[config.mk]
export PLATFORM = sky130hd
export DESIGN_NAME = local_input_fifo
export DESIGN_NICKNAME = d
export VERILOG_FILES = /design/src/rtl/noc_pkg.sv /design/src/rtl/xy_route_compute.sv /design/src/rtl/local_input_fifo.sv
export SDC_FILE = /design/constraint.sdc
export NUM_CORES = 1
export LEC_CHECK = 0
export ABC_AREA = 0
export CORE_MARGIN = 3
export CORE_UTILIZATION = 54
export CTS_CLUSTER_DIAMETER = 60
export CTS_CLUSTER_SIZE = 14
export DETAILED_ROUTE_END_ITERATION = 16
export PLACE_DENSITY = 0.79
export SLEW_MARGIN = 20
export SYNTH_ARGS = -nofsm -noshare
export SYNTH_HDL_FRONTEND = slang
export SYNTH_SLANG_ARGS = --single-unit
[constraint.sdc]
create_clock -name clk -period 2.3 [get_ports clk]
set_input_delay 0.69 -clock clk [delete_from_list [all_inputs] [get_ports clk]]
set_output_delay 0.69 -clock clk [all_outputs]
set_load 0.1 [all_outputs]
[src/rtl/noc_pkg.sv]
// Shared NoC definitions: packet field positions, one-hot output port codes
// and the input-buffer output FSM encoding.
package noc_pkg;

  localparam int XDST_HI  = 30;
  localparam int XDST_LO  = 28;
  localparam int YDST_HI  = 26;
  localparam int YDST_LO  = 24;
  localparam int PKTID_HI = 15;
  localparam int PKTID_LO = 6;
  localparam int MODID_HI = 5;
  localparam int MODID_LO = 0;

  localparam logic [4:0] PORT_L = 5'b10000;
  localparam logic [4:0] PORT_N = 5'b01000;
  localparam logic [4:0] PORT_E = 5'b00100;
  localparam logic [4:0] PORT_S = 5'b00010;
  localparam logic [4:0] PORT_W = 5'b00001;

  typedef enum logic [1:0] {
    O_IDLE = 2'b00,
    O_REQ  = 2'b01,
    O_GAP  = 2'b10
  } o_state_t;

endpackage

[src/rtl/xy_route_compute.sv]
// Dimension-ordered XY route for one packet: resolve X first, then Y,
// otherwise deliver locally. Shared by every router input port.
module xy_route_compute
  import noc_pkg::*;
#(
  parameter logic [5:0] routerID  = 6'b000_000,
  parameter int         dataWidth = 32
) (
  input  logic [dataWidth-1:0] packet,
  output logic [4:0]           PortSel
);

  localparam logic [2:0] XR = routerID[5:3];
  localparam logic [2:0] YR = routerID[2:0];

  logic [2:0] w_xd;
  logic [2:0] w_yd;
  logic       w_unused;

  // The direction bits [31] and [27] and the payload fields play no part in routing.
  assign w_xd     = packet[XDST_HI:XDST_LO];
  assign w_yd     = packet[YDST_HI:YDST_LO];
  assign w_unused = ^{packet[dataWidth-1], packet[27], packet[23:0]};

  always_comb begin
    // NOTE: default assigned first so every path drives PortSel and no latch is inferred.
    PortSel = PORT_L;
    if (w_xd > XR)      PortSel = PORT_E;
    else if (w_xd < XR) PortSel = PORT_W;
    else if (w_yd > YR) PortSel = PORT_N;
    else if (w_yd < YR) PortSel = PORT_S;
  end

endmodule

[src/rtl/local_input_fifo.sv]
// Router local-port input buffer: Req/Gnt/Full write side, FIFO, and a
// Req/Gnt head-of-line request to the switch allocator. Define
// LOCAL_FIFO_LOG_EN to log every write and pop.
module local_input_fifo
  import noc_pkg::*;
#(
  parameter logic [5:0] routerID  = 6'b000_000,
  parameter int         dataWidth = 32,
  parameter int         DEPTH     = 4,
  parameter int         addrWidth = 2
) (
  input  logic                 clk,
  input  logic                 reset,
  input  logic                 ReqUpStr,
  output logic                 GntUpStr,
  output logic                 Full,
  input  logic [dataWidth-1:0] PacketIn,
  output logic                 ReqDnStr,
  input  logic                 GntDnStr,
  output logic [dataWidth-1:0] PacketOut,
  output logic [4:0]           PortSel
);

  localparam logic [addrWidth:0] DEPTH_C = (addrWidth + 1)'(DEPTH);

  logic [dataWidth-1:0] r_mem [DEPTH];
  logic [addrWidth-1:0] r_wr_ptr;
  logic [addrWidth-1:0] r_rd_ptr;
  logic [addrWidth:0]   r_count;
  logic                 r_gnt;
  logic                 r_full;
  o_state_t             r_state;
  o_state_t             w_state_nxt;
  logic [addrWidth:0]   w_count_nxt;
  logic                 w_wr_en;
  logic                 w_rd_en;
  logic [4:0]           w_route;

  // The grant cycle blocks a repeat write while the injector still holds its request.
  assign w_wr_en = ReqUpStr && !r_gnt && (r_count < DEPTH_C);
  assign w_rd_en = (r_state == O_REQ) && GntDnStr;

  always_comb begin
    w_count_nxt = r_count;
    case ({w_wr_en, w_rd_en})
      2'b10:   w_count_nxt = r_count + 1'b1;
      2'b01:   w_count_nxt = r_count - 1'b1;
      default: w_count_nxt = r_count;
    endcase
  end

  // NOTE: packet storage has no reset; pointers and count alone define validity.
  always_ff @(posedge clk) begin
    if (w_wr_en) r_mem[r_wr_ptr] <= PacketIn;
  end

  // NOTE: sequential state uses non-blocking assignments so all registers update together.
  always_ff @(posedge clk or negedge reset) begin
    if (!reset) begin
      r_wr_ptr <= '0;
      r_rd_ptr <= '0;
      r_count  <= '0;
      r_gnt    <= 1'b0;
      r_full   <= 1'b0;
    end else begin
      r_gnt   <= w_wr_en;
      r_count <= w_count_nxt;
      r_full  <= (w_count_nxt == DEPTH_C);
      if (w_wr_en) r_wr_ptr <= r_wr_ptr + 1'b1;
      if (w_rd_en) r_rd_ptr <= r_rd_ptr + 1'b1;
    end
  end

  always_ff @(posedge clk or negedge reset) begin
    if (!reset) r_state <= O_IDLE;
    else        r_state <= w_state_nxt;
  end

  always_comb begin
    w_state_nxt = r_state;
    case (r_state)
      O_IDLE:  if (r_count != '0) w_state_nxt = O_REQ;
      O_REQ:   if (GntDnStr) w_state_nxt = O_GAP;
      O_GAP:   w_state_nxt = (r_count != '0) ? O_REQ : O_IDLE;
      default: w_state_nxt = O_IDLE;
    endcase
  end

  xy_route_compute #(
    .routerID (routerID),
    .dataWidth(dataWidth)
  ) u_route (
    .packet (PacketOut),
    .PortSel(w_route)
  );

  assign GntUpStr  = r_gnt;
  assign Full      = r_full;
  assign ReqDnStr  = (r_state == O_REQ);
  assign PacketOut = r_mem[r_rd_ptr];
  assign PortSel   = ReqDnStr ? w_route : 5'b00000;

`ifdef LOCAL_FIFO_LOG_EN
  logic [31:0] r_cycle;

  always_ff @(posedge clk or negedge reset) begin
    if (!reset) r_cycle <= '0;
    else        r_cycle <= r_cycle + 1'b1;
  end

  always @(posedge clk) begin
    if (reset && w_wr_en)
      $display("%0t; %0d; %b; %0d; W; %0d", $time, r_cycle, routerID,
               PacketIn[PKTID_HI:PKTID_LO], w_count_nxt);
    if (reset && w_rd_en)
      $display("%0t; %0d; %b; %0d; R; %0d", $time, r_cycle, routerID,
               PacketOut[PKTID_HI:PKTID_LO], w_count_nxt);
  end
`endif

endmodule

* Yosys cells after proc, flatten, opt, wreduce, memory -nomap -nowiden
Memory sizes are Yosys's and may differ from the RTL's.
Cells that the tools add are included.
** Word-level totals
- Bits in writable memories :: 128
- Memories :: 1
- Register bits :: 11
** Memory list
- r_mem :: words 4, width 32, read ports 1, clocked after Yosys merged registers in 0, wr ports 1, line local_input_fifo.sv:26 : logic [dataWidth-1:0] r_mem [DEPTH];
** Cells by class
- Reduce and logical (&&, ||, !) cells :: 7
- Order comparisons :: 5
- Add/subtract/negate cells :: 4
- Eq/ne operators :: 7
- Mux-type cells :: 12
** Operator list (number)
- $mux W5 :: 5
- $gt A3 B1 Y1 const B :: 2
- $lt A3 B1 Y1 const B :: 2
- $pmux W2 S3 :: 1
- $pmux W3 S2 :: 1
- $add A2 B1 Y2 const B :: 2
- $eq A2 B1 Y1 const B :: 2
- $eq A2 B2 Y1 const B :: 2
- $mux W2 :: 2
- $add A3 B1 Y3 const B :: 1
- $eq A3 B3 Y1 const B :: 1
- $logic_and A1 B1 Y1 :: 3
- $lt A3 B3 Y1 const B :: 1
- $mux W1 :: 3
- $reduce_bool A3 Y1 :: 1
- $sub A3 B1 Y3 const B :: 1
- $logic_not A2 Y1 :: 1
- $ne A2 B1 Y1 const B :: 1
- $ne A2 B2 Y1 const B :: 1
- $reduce_and A2 Y1 :: 1
- $logic_not A1 Y1 :: 1

* Depth between registers and ports, before layout
Gate-level depths: netlist (run 1).
An unclocked memory read counts as a cell.
- Depth in word-level cells :: 7
- Depth in mapped cells :: 8
- Mapped depth without buffers :: 8

* Cells and area by module
From an unflattened synthesis (run 1), not the netlist that was laid out.
** Unflattened totals
- Cell total of the unflattened synthesis :: 228
- Area, all modules :: 5292.6 um2
** Modules (own cells, without submodules)
- local_input_fifo :: times used 1, seq. area each 4119.0 um2, cells each 221, area an instance 5247.5 um2
- xy_route_compute :: times used 1, seq. area each 0.0 um2, cells each 7, area an instance 45.0 um2

* Least setup slack after synthesis (run 1)
Ideal clock, no wire load.
- Kind :: flip-flop to output port
- From :: register r_rd_ptr[0]
- To :: output PortSel[3]
- Buffers on the path :: 1
- Data arrival time :: 2.775 ns
- Data required time :: 1.610 ns
- Setup slack :: -1.165 ns
- Cell stages (with the launch flop) :: 5
- Path through :: dfrtp_1 buf_6 mux4_2 nor3_2 nor3b_2
** RTL lines
- start: declaration :: line local_input_fifo.sv:28 : logic [addrWidth-1:0] r_rd_ptr;
- start signal: assignment :: line local_input_fifo.sv:70 : if (w_rd_en) r_rd_ptr <= r_rd_ptr + 1'b1;
- $mem_v2 Z4 W32 *
- via PacketOut[28] :: line local_input_fifo.sv:20 : output logic [dataWidth-1:0] PacketOut,
- $lt A3 B1 Y1 :: line xy_route_compute.sv:29 : else if (w_xd < XR) PortSel = PORT_W;
- $mux W5 :: line xy_route_compute.sv:29
- $mux W5 * :: line xy_route_compute.sv:28 : if (w_xd > XR) PortSel = PORT_E;
- $mux W5 * :: line local_input_fifo.sv:101 : assign PortSel = ReqDnStr ? w_route : 5'b00000;
- end: declaration :: line local_input_fifo.sv:21 : output logic [4:0] PortSel
The timed path passes the listed nets; every way through them passes the cells marked *.

* Worst setup path after layout (run 1)
- From :: register r_rd_ptr[0]
- To :: output PortSel[4]
** Between the ends
- Longest elaborated chain between the ends :: 7
** Ends and longest elaborated chain
- $mem_v2 Z4 W32 *
- $lt A3 B1 Y1 :: line xy_route_compute.sv:31 : else if (w_yd < YR) PortSel = PORT_S;
- $mux W5 :: line xy_route_compute.sv:31
- $mux W5 :: line xy_route_compute.sv:30 : else if (w_yd > YR) PortSel = PORT_N;
- $mux W5 :: line xy_route_compute.sv:29
- $mux W5 * :: line xy_route_compute.sv:28
- $mux W5 * :: line local_input_fifo.sv:101
Every way passes the cells marked *; elsewhere a longest branch is shown, timed or not.

==> key figures, run 1 <==
Route
  – Routed Wire Length: 10300 um
  – Residual DRC: 0
  – Vias per cell: 5.48
  – First-pass DRT Iterations: 4
  – Vias post-DR: 2651
  – Iter 0 DRT Violations: 152
  – WL per Instance: 21.4 um
  – Detail Route Antenna Nets: 0

CTS
  – CTS clock-pin slew for the worst setup and hold paths: 0.06 ns
  – Max clock buf depth: 2
  – Clock Latency Late Sink: 0.51 ns
  – Sink Count: 139
  – TritonCTS clock tree: built
  – CTS Buf Count: 17
  – H-tree depth: 4
  – Clk root buf: clkbuf_8
  – Hold buffer count at cts: 0

Global route
  – Grt met1 use: 0.255
  – Initial antenna violation count: 0
  – Vias in the first global route: 2976
  – M2 GR Usage: 0.347
  – GRT overflow: 0
  – First-pass GRT wire length: 16500 um
  – GR Util All Layers: 0.206
  – Largest net degree at the start of global routing: 25
  – Global-route met3 utilization: 0.0652
  – Grt peak-use layer: met2

STA
  – Actual slew at the worst max-slew pin: 0.554 ns
  – Worst Setup Slack, final: -0.640 ns
  – Final Cycle Share: 1.28
  – Fin. Hold Viols: 0
  – Fin. max-slew vios: 0
  – Setup violators final: 35
  – RSZ-0062 raised after global routing: true
  – Slew HR: 0.629
  – Maximum clock rate: 340 MHz
  – Final Skew: 0.00711 ns
  – Fin Hold WS: 0.529 ns
  – Min Tclk post-route: 2.94 ns

Place
  – Placed Cells: 442
  – Place WS: -0.491 ns
  – RePlAce Congestion: 0.768
  – Detail Placement HPWL: 6440 um
  – Port bufs: 73

Outcome
  – Status: complete, but fails checks
  – Failing checks: setup timing

Final layout
  – Share of cells above drive strength 1: 0.434
  – Post-Layout Cell Count: 484
  – Fin nets: 384
  – Area delta synth->final: 42.5%
  – Diodes inserted: 0

Synth
  – XOR/XNOR Fraction of Synth Area: 0.00839
  – Synth Area in Simple Gates: 0.0242
  – Synthesis warning total: 0
  – Complex-gate fraction of the synthesized area: 0.00455
  – Yosys cell types: 26
  – Synth Area in Adders: 0.0158
  – Mux contribution to synthesized area: 0.140
  – Syn avg cell area: 23.5 um^2
  – Mapped Area: 0.00522 mm^2
  – Largest family of logic cells by synthesized area: multiplexers
  – Synth Instances: 222
  – Sequential share of the synthesized area: 0.789
  – #FFs+latches synth: 139

Setup path
  – CP bufs+invs: 2
  – Worst setup path class: register to primary output
  – Slowest cell delay on critical path: 0.56 ns
  – Worst Path Required: 1.61 ns
  – Delay-heaviest family, CP: multiplexers
  – Largest fanout on the critical path: 3
  – Crit start category: register
  – Slowest-stage cell, CP: mux4_2
  – Arrival time at the worst endpoint: 2.25 ns
  – Worst path cell trace: buf_6, mux4_2, nor3_4, and3_2, buf_12
  – Worst Setup End Kind: primary output

Die
  – DIE AREA: 0.0109 mm^2
  – Rows: 35
  – Die height: 104 um
  – IO Count: 76
  – Die X: 104 um
  – Core Region: 0.00933 mm^2
  – Effective utilization at floorplan: 0.560

Flow run
  – Number of max-cap violations: 0

Worst hold path
  – Hold/Removal Path Class: register to register
-- layout make-up --
class / count / area, um^2
flip-flops and latches: 139 / 4120
repair buffers: 109 / 1500
well taps: 129 / 161
clock inverters: 15 / 150
multi-input cells: 68 / 1060
clock buffers: 17 / 414
fillers: 453 / 1890
inverters: 7 / 26.3
-- state kept, by name (all words and copies together) (netlist names) --
name	count
r_rd_ptr	2
r_mem	128
Full	1
GntUpStr	1
r_count	3
r_wr_ptr	2
r_state	2
-- cells in the mapped netlist, drive strengths merged --
cell    instances  area share
o22ai           1      0.0012
nand2           3      0.0022
mux4           32        0.14
inv             7      0.0050
conb            1     0.00072
nor3            3      0.0048
and3            1      0.0012
edfxtp        128        0.74
nor2            1     0.00072
and2            4      0.0048
a211oi          1      0.0014
fa              1      0.0038
xnor2           3      0.0050
nor3b           2      0.0048
ha              5       0.012
xor2            2      0.0034
o21ai           2      0.0019
mux2i           1      0.0019
nand2b          1      0.0012
and3b           2      0.0034
or3             1      0.0012
dfrtp          11       0.053
buf             9       0.012
-- repair_timing --
action | CTS | global route
endpoints found under the setup margin | 35 | 37
gates cloned | 1 | 0
buffers inserted | 7 | 6
gates resized for setup | 16 | 10
pin swaps | 3 | 1
-- per-layer routing --
layer,wire length (um),vias to the layer above
li1,-,1152
met1,3930,1375
met2,5520,105
met3,671,19
met4,223,0
met5,0,-
-- cell usage in the layout, fill, tap and decap left out, drive strengths merged, types with 2 or more instances in the layout --
cell type,count
inv,8
clkinvlp,4
nor3,3
nor3b,2
and3b,2
buf,74
and2,4
mux4,32
edfxtp,128
nand2,3
bufinv,2
clkbuf,17
xor2,2
clkdlybuf4s50,35
o21ai,2
clkinv,8
xnor2,3
conb,2
ha,5
dfrtp,11
-- worst reg2reg max path, delay by kind of cell, from the launching register on --
kind	cells	cell delay (ns)
compound gates	1	0.19
xor+xnor	1	0.16
fa+ha+maj	2	0.55
buf+inv	1	0.05
flops	1	0.40
simple gates	2	0.58
-- cells by family after synthesis --
logic type | count (synthesis)
xor gates and xnor gates | 5
muxes | 33
buffers and inverters | 16
adders and majority gates | 6
other | 1
DFF | 139
AOI/OAI and AO/OA | 4
and+or+nand+nor | 18
-- per-stage QoR --
step	utilization	area (um^2)	setup TNS, ns
3_3_place_gp	0.717	6690	-1.45
3_5_place_dp	0.717	6690	-2.16
5_1_grt	0.798	7440	-17.69
6_report	0.798	7440	-14.73
2_1_floorplan	-	5250	-2.35
4_1_cts	0.793	7400	-16.01
-- worst paths after layout --
check,to,from,slack (ns),cells after the start
hold reg to reg,r_state[0]$_DFFE_PN0P_,r_state[0]$_DFFE_PN0P_,0.53,1
min in group asynchronous,r_count[1]$_DFF_PN0_,reset,0.54,1
setup reg to reg,Full$_DFF_PN0_,r_state[1]$_DFFE_PN0P_,0.29,7
setup / recovery,PortSel[4],r_rd_ptr[0]$_DFFE_PN0P_,-0.64,5
hold / removal,r_state[0]$_DFFE_PN0P_,r_state[0]$_DFFE_PN0P_,0.53,1
max in group asynchronous,r_rd_ptr[0]$_DFFE_PN0P_,reset,1.36,1
Power of run 1 is not shown: default switching activity piles up to over one toggle a cycle in this logic, so the estimate is an artifact.
==> run 2: changes to the inputs <==
--- a/config.mk
+++ b/config.mk
@@ -6,7 +6,7 @@
 export NUM_CORES = 1
 export LEC_CHECK = 0
 export ABC_AREA = 0
-export CORE_MARGIN = 3
+export CORE_MARGIN = 2
 export CORE_UTILIZATION = 54
 export CTS_CLUSTER_DIAMETER = 60
 export CTS_CLUSTER_SIZE = 14
==> run 2 against run 1 <==
Net effect: the run still ends with setup timing left; worst setup slack lost 0.052 ns; hold slack lost 0.028 ns; final area is 1.6% higher; critical path type unchanged; largest cell class unchanged.
==> key figures, run 2 (synthesis gave the netlist of run 1 again) <==
Die
  – Die height: 102 um
  – DIE AREA: 0.0105 mm^2
  – IO Count: 76
  – Core Region: 0.00933 mm^2
  – Die X: 102 um
  – Effective utilization at floorplan: 0.560
  – Rows: 35

STA
  – Fin. Hold Viols: 0
  – Worst Setup Slack, final: -0.692 ns
  – Min Tclk post-route: 2.99 ns
  – Final Cycle Share: 1.30
  – Final Skew: 0.00722 ns
  – Setup violators final: 35
  – Fin. max-slew vios: 0
  – Maximum clock rate: 334 MHz
  – RSZ-0062 raised after global routing: true

Route
  – Vias post-DR: 2634
  – Detail Route Antenna Nets: 0
  – Iter 0 DRT Violations: 122
  – Vias per cell: 5.36
  – WL per Instance: 21.8 um
  – Routed Wire Length: 10700 um
  – First-pass DRT Iterations: 4
  – Residual DRC: 0

Setup path
  – Worst setup path class: register to primary output
  – FF-to-FF End: Full$_DFF_PN0_
  – Crit start category: register
  – Worst Path Required: 1.61 ns
  – Worst path cell trace: buf_4, mux4_2, nor3_4, and3_2, buf_12
  – Slowest cell delay on critical path: 0.57 ns
  – Arrival time at the worst endpoint: 2.30 ns
  – Worst R2R Setup Slack: 0.31 ns
  – Largest fanout on the critical path: 4
  – Worst Setup End Kind: primary output
  – Slowest-stage cell, CP: mux4_2
  – FF-to-FF path depth: 7
  – CP bufs+invs: 2
  – RR Startpoint: r_state[1]$_DFFE_PN0P_
  – Delay-heaviest family, CP: multiplexers

Final layout
  – Max reg flops: 128
  – Fin nets: 391
  – Share of cells above drive strength 1: 0.439
  – Most common cell after layout, fill and taps aside: edfxtp_1
  – Most frequent cells in the layout: edfxtp_1 (128), buf_12 (45), clkdlybuf4s50_1 (35), mux4_2 (32), buf_4 (20)
  – Regs by FF count: r_mem (128), r_count (3)
  – Area delta synth->final: 44.8%
  – Top reg by flops: r_mem
  – Diodes inserted: 0

CTS
  – H-tree depth: 4
  – Hold buffer count at cts: 0
  – TritonCTS clock tree: built
  – Clk root buf: clkbuf_8
  – CTS clock-pin slew for the worst setup and hold paths: 0.06 ns
  – Sink Count: 139
  – CTS Buf Count: 17
  – Max clock buf depth: 2
  – Clock Latency Late Sink: 0.51 ns

Place
  – Detail Placement HPWL: 6010 um
  – RePlAce Congestion: 0.702
  – Place WS: -0.480 ns
  – Port bufs: 73

Global route
  – Initial antenna violation count: 0
  – Vias in the first global route: 2792
  – Largest net degree at the start of global routing: 22
  – GRT overflow: 0
  – GR Util All Layers: 0.213
  – First-pass GRT wire length: 15400 um

Worst hold path
  – Hold/Removal Path Class: input pin to async pin

Outcome
  – Status: complete, but fails checks
  – Failing checks: setup timing

Flow run
  – Number of max-cap violations: 0
-- run 2: cell count changes in the layout (fill, tap and decap cells not counted), sizes merged --
| cell | before | now |
|---|---|---|
| clkinvlp | 4 | 3 |
| bufbuf | 0 | 2 |
| inv | 8 | 10 |
| buf | 74 | 79 |
| clkinv | 8 | 6 |
| clkbuf | 17 | 18 |
-- run 2: cell type report --
class | count | area, um^2
multi-input cells | 68 | 1060
flip-flops and latches | 139 | 4120
fillers | 450 | 1770
clock inverters | 14 | 145
clock buffers | 18 | 418
inverters | 7 | 26.3
repair buffers | 116 | 1630
well taps | 129 | 161
-- run 2: metal layers --
| metal | routed length [um] | global-route usage |
|---|---|---|
| met1 | 4320 | 0.268 |
| met2 | 5700 | 0.346 |
| met3 | 513 | 0.0759 |
| met4 | 173 | 0.0779 |
| met5 | 0 | 0 |
-- run 2: worst max path at each step --
stage / startpoint / endpoint / slack [ns] / cells past startpoint
after global routing: r_rd_ptr[0]$_DFFE_PN0P_ / PortSel[3] / -0.77 / 5
after detailed placement: GntDnStr / Full$_DFF_PN0_ / -0.48 / 8
final: r_rd_ptr[0]$_DFFE_PN0P_ / PortSel[4] / -0.69 / 5
after global placement: GntDnStr / Full$_DFF_PN0_ / -0.39 / 8
after CTS: r_rd_ptr[0]$_DFFE_PN0P_ / PortSel[3] / -0.68 / 5
after floorplan: r_rd_ptr[0]$_DFFE_PN0P_ / PortSel[3] / -0.81 / 4
-- run 2: what timing repair did --
| item | CTS | global route |
|---|---|---|
| buffers inserted | 9 | 9 |
| hold endpoints to repair | 0 | 0 |
| gates resized for setup | 15 | 10 |
| gates cloned | 2 | 0 |
| setup endpoints to repair | 35 | 37 |
| pin swaps | 2 | 2 |
-- run 2: metrics by stage --
stage	cell area (um^2)	utilization	hold WS, ns	std cells	setup TNS, ns
3_5_place_dp	6740	0.722	0.494	443	-2.53
3_3_place_gp	6740	0.722	0.474	443	-2.06
2_1_floorplan	5250	-	0.394	223	-2.35
6_report	7560	0.810	0.502	491	-18.00
4_1_cts	7490	0.803	0.500	485	-18.04
5_1_grt	7560	0.810	0.522	491	-20.46
Power of run 2 is left out for the same reason.
==> run 3: changes to the inputs <==
--- a/config.mk
+++ b/config.mk
@@ -16,3 +16,4 @@
 export SYNTH_ARGS = -nofsm -noshare
 export SYNTH_HDL_FRONTEND = slang
 export SYNTH_SLANG_ARGS = --single-unit
+export TNS_END_PERCENT = 30
==> run 3 against run 2 <==
Net effect: the run still ends with setup timing left; count of clock-buffer cells in the layout fell by 1; worst setup slack improved by 0.058 ns; cell count fell by 1.6%; core utilization fell by 1.6 points; first-iteration DRC count rose by 14%; maximum frequency rose by 2.0%; flip-flop and latch count did not move; hold slack got worse by 0.0070 ns; critical path type unchanged; critical endpoint is now PortSel[3]; largest cell class unchanged.
==> key figures, run 3 (synthesis gave the netlist of run 1 again) <==
Route
  – First-pass DRT Iterations: 4
  – Vias post-DR: 2595
  – Detail Route Antenna Nets: 0
  – Met1 WL: 3940 um
  – WL per Instance: 21.1 um
  – Routed Wire Length: 10200 um
  – Iter 0 DRT Violations: 139
  – Highest Signal Layer: met4
  – Vias per cell: 5.37
  – Residual DRC: 0
  – Met3 routed WL: 579 um
  – Met2 routed WL: 5570 um

STA
  – Fin. Hold Viols: 0
  – Fin. max-slew vios: 0
  – Actual slew at the worst max-slew pin: 0.507 ns
  – Final Skew: 0.00639 ns
  – Min Tclk post-route: 2.93 ns
  – RSZ-0062 raised after global routing: true
  – Worst Setup Slack, final: -0.633 ns
  – Slew HR: 0.661
  – Fin Hold WS: 0.495 ns
  – Final Cycle Share: 1.28
  – Setup violators final: 35
  – Maximum clock rate: 341 MHz

CTS
  – Sink Count: 139
  – Hold buffer count at cts: 0
  – TritonCTS clock tree: built
  – Max clock buf depth: 2
  – Clk root buf: clkbuf_8
  – CTS clock-pin slew for the worst setup and hold paths: 0.06 ns
  – H-tree depth: 4
  – Clock Latency Late Sink: 0.50 ns
  – CTS Buf Count: 17

Setup path
  – FF-to-FF End: Full$_DFF_PN0_
  – Worst R2R Setup Slack: 0.26 ns
  – Worst setup path class: register to primary output
  – Largest fanout on the critical path: 3
  – FF-to-FF path depth: 7
  – Crit start category: register
  – Arrival time at the worst endpoint: 2.24 ns
  – Worst Path Required: 1.61 ns
  – CP bufs+invs: 2
  – Delay-heaviest family, CP: multiplexers
  – Worst Setup End Kind: primary output
  – Slowest-stage cell, CP: mux4_2
  – Worst path cell trace: buf_4, mux4_2, nor3_4, nor3b_4, buf_12
  – RR Startpoint: r_state[1]$_DFFE_PN0P_
  – Slowest cell delay on critical path: 0.54 ns

Place
  – Placed Cells: 448
  – Detail Placement HPWL: 6470 um
  – Port bufs: 73
  – Place WS: -0.505 ns
  – RePlAce Congestion: 0.738

Die
  – Rows: 35
  – DIE AREA: 0.0105 mm^2
  – IO Count: 76
  – Core Region: 0.00933 mm^2
  – Effective utilization at floorplan: 0.560
  – Die height: 102 um
  – Die X: 102 um

Final layout
  – Post-Layout Cell Count: 483
  – Diodes inserted: 0
  – Regs by FF count: r_mem (128), r_count (3)
  – FILL cells: 476
  – Top reg by flops: r_mem
  – Fin util: 0.794
  – Most common cell after layout, fill and taps aside: edfxtp_1
  – Share of cells above drive strength 1: 0.424
  – Area delta synth->final: 41.9%
  – Area of the multi-input gates: 0.00104 mm^2
  – FF/Latch Area: 0.00412 mm^2
  – Most frequent cells in the layout: edfxtp_1 (128), buf_12 (45), clkdlybuf4s50_1 (35), mux4_2 (32), buf_4 (27)
  – Max reg flops: 128
  – Fin nets: 383

Worst hold path
  – Hold Path End: r_state[0]$_DFFE_PN0P_
  – Hold path start: r_state[0]$_DFFE_PN0P_
  – Hold/Removal Path Class: register to register
  – Min-Delay Path Depth: 1

Global route
  – GRT overflow: 0
  – GR Util All Layers: 0.214
  – Vias in the first global route: 2863
  – First-pass GRT wire length: 15600 um
  – Initial antenna violation count: 0
  – Largest net degree at the start of global routing: 20

Outcome
  – Failing checks: setup timing
  – Status: complete, but fails checks

Flow run
  – Number of max-cap violations: 0
[run 3: cell count changes in the layout (fill, tap and decap cells not counted), moves of 2 or more]
cell	previous run	this run
clkinvlp_4	3	5
buf_4	20	27
bufbuf_16	2	0
buf_6	13	1
[run 3: area by class of cell]
type                    count  share of cell area
flip-flops and latches    139               0.557
repair buffers            108               0.198
multi-input cells          68               0.141
clock buffers              17              0.0559
clock inverters            15              0.0233
well taps                 129              0.0218
inverters                   7             0.00355
[run 3: per-layer routing]
metal,GRT usage,up-vias
met5,0,-
met4,0.0790,0
met3,0.0602,12
met2,0.365,98
met1,0.264,1329
li1,-,1156
[run 3: through the flow]
step / area [um^2] / setup TNS [ns]
after detailed placement: 6790 / -2.62
final: 7400 / -16.92
after global placement: 6790 / -2.08
after global routing: 7400 / -20.24
after CTS: 7400 / -18.40
after floorplan: 5240 / -3.13
[run 3: what timing repair did]
| item | CTS | global route |
|---|---|---|
| pin swaps | 0 | 2 |
| resized for setup | 1 | 1 |
| setup endpoints to repair | 35 | 36 |
| setup buffers | 3 | 0 |
[run 3: worst max path at each step]
stage / cells past startpoint / start / end / slack [ns]
final: 5 / r_rd_ptr[0]$_DFFE_PN0P_ / PortSel[3] / -0.63
after global routing: 5 / r_rd_ptr[0]$_DFFE_PN0P_ / PortSel[3] / -0.71
after CTS: 5 / r_rd_ptr[0]$_DFFE_PN0P_ / PortSel[3] / -0.66
after detailed placement: 8 / GntDnStr / Full$_DFF_PN0_ / -0.51
after global placement: 8 / GntDnStr / Full$_DFF_PN0_ / -0.38
after floorplan: 4 / r_rd_ptr[0]$_DFFE_PN0P_ / PortSel[3] / -0.81
Power of run 3 is left out for the same reason.
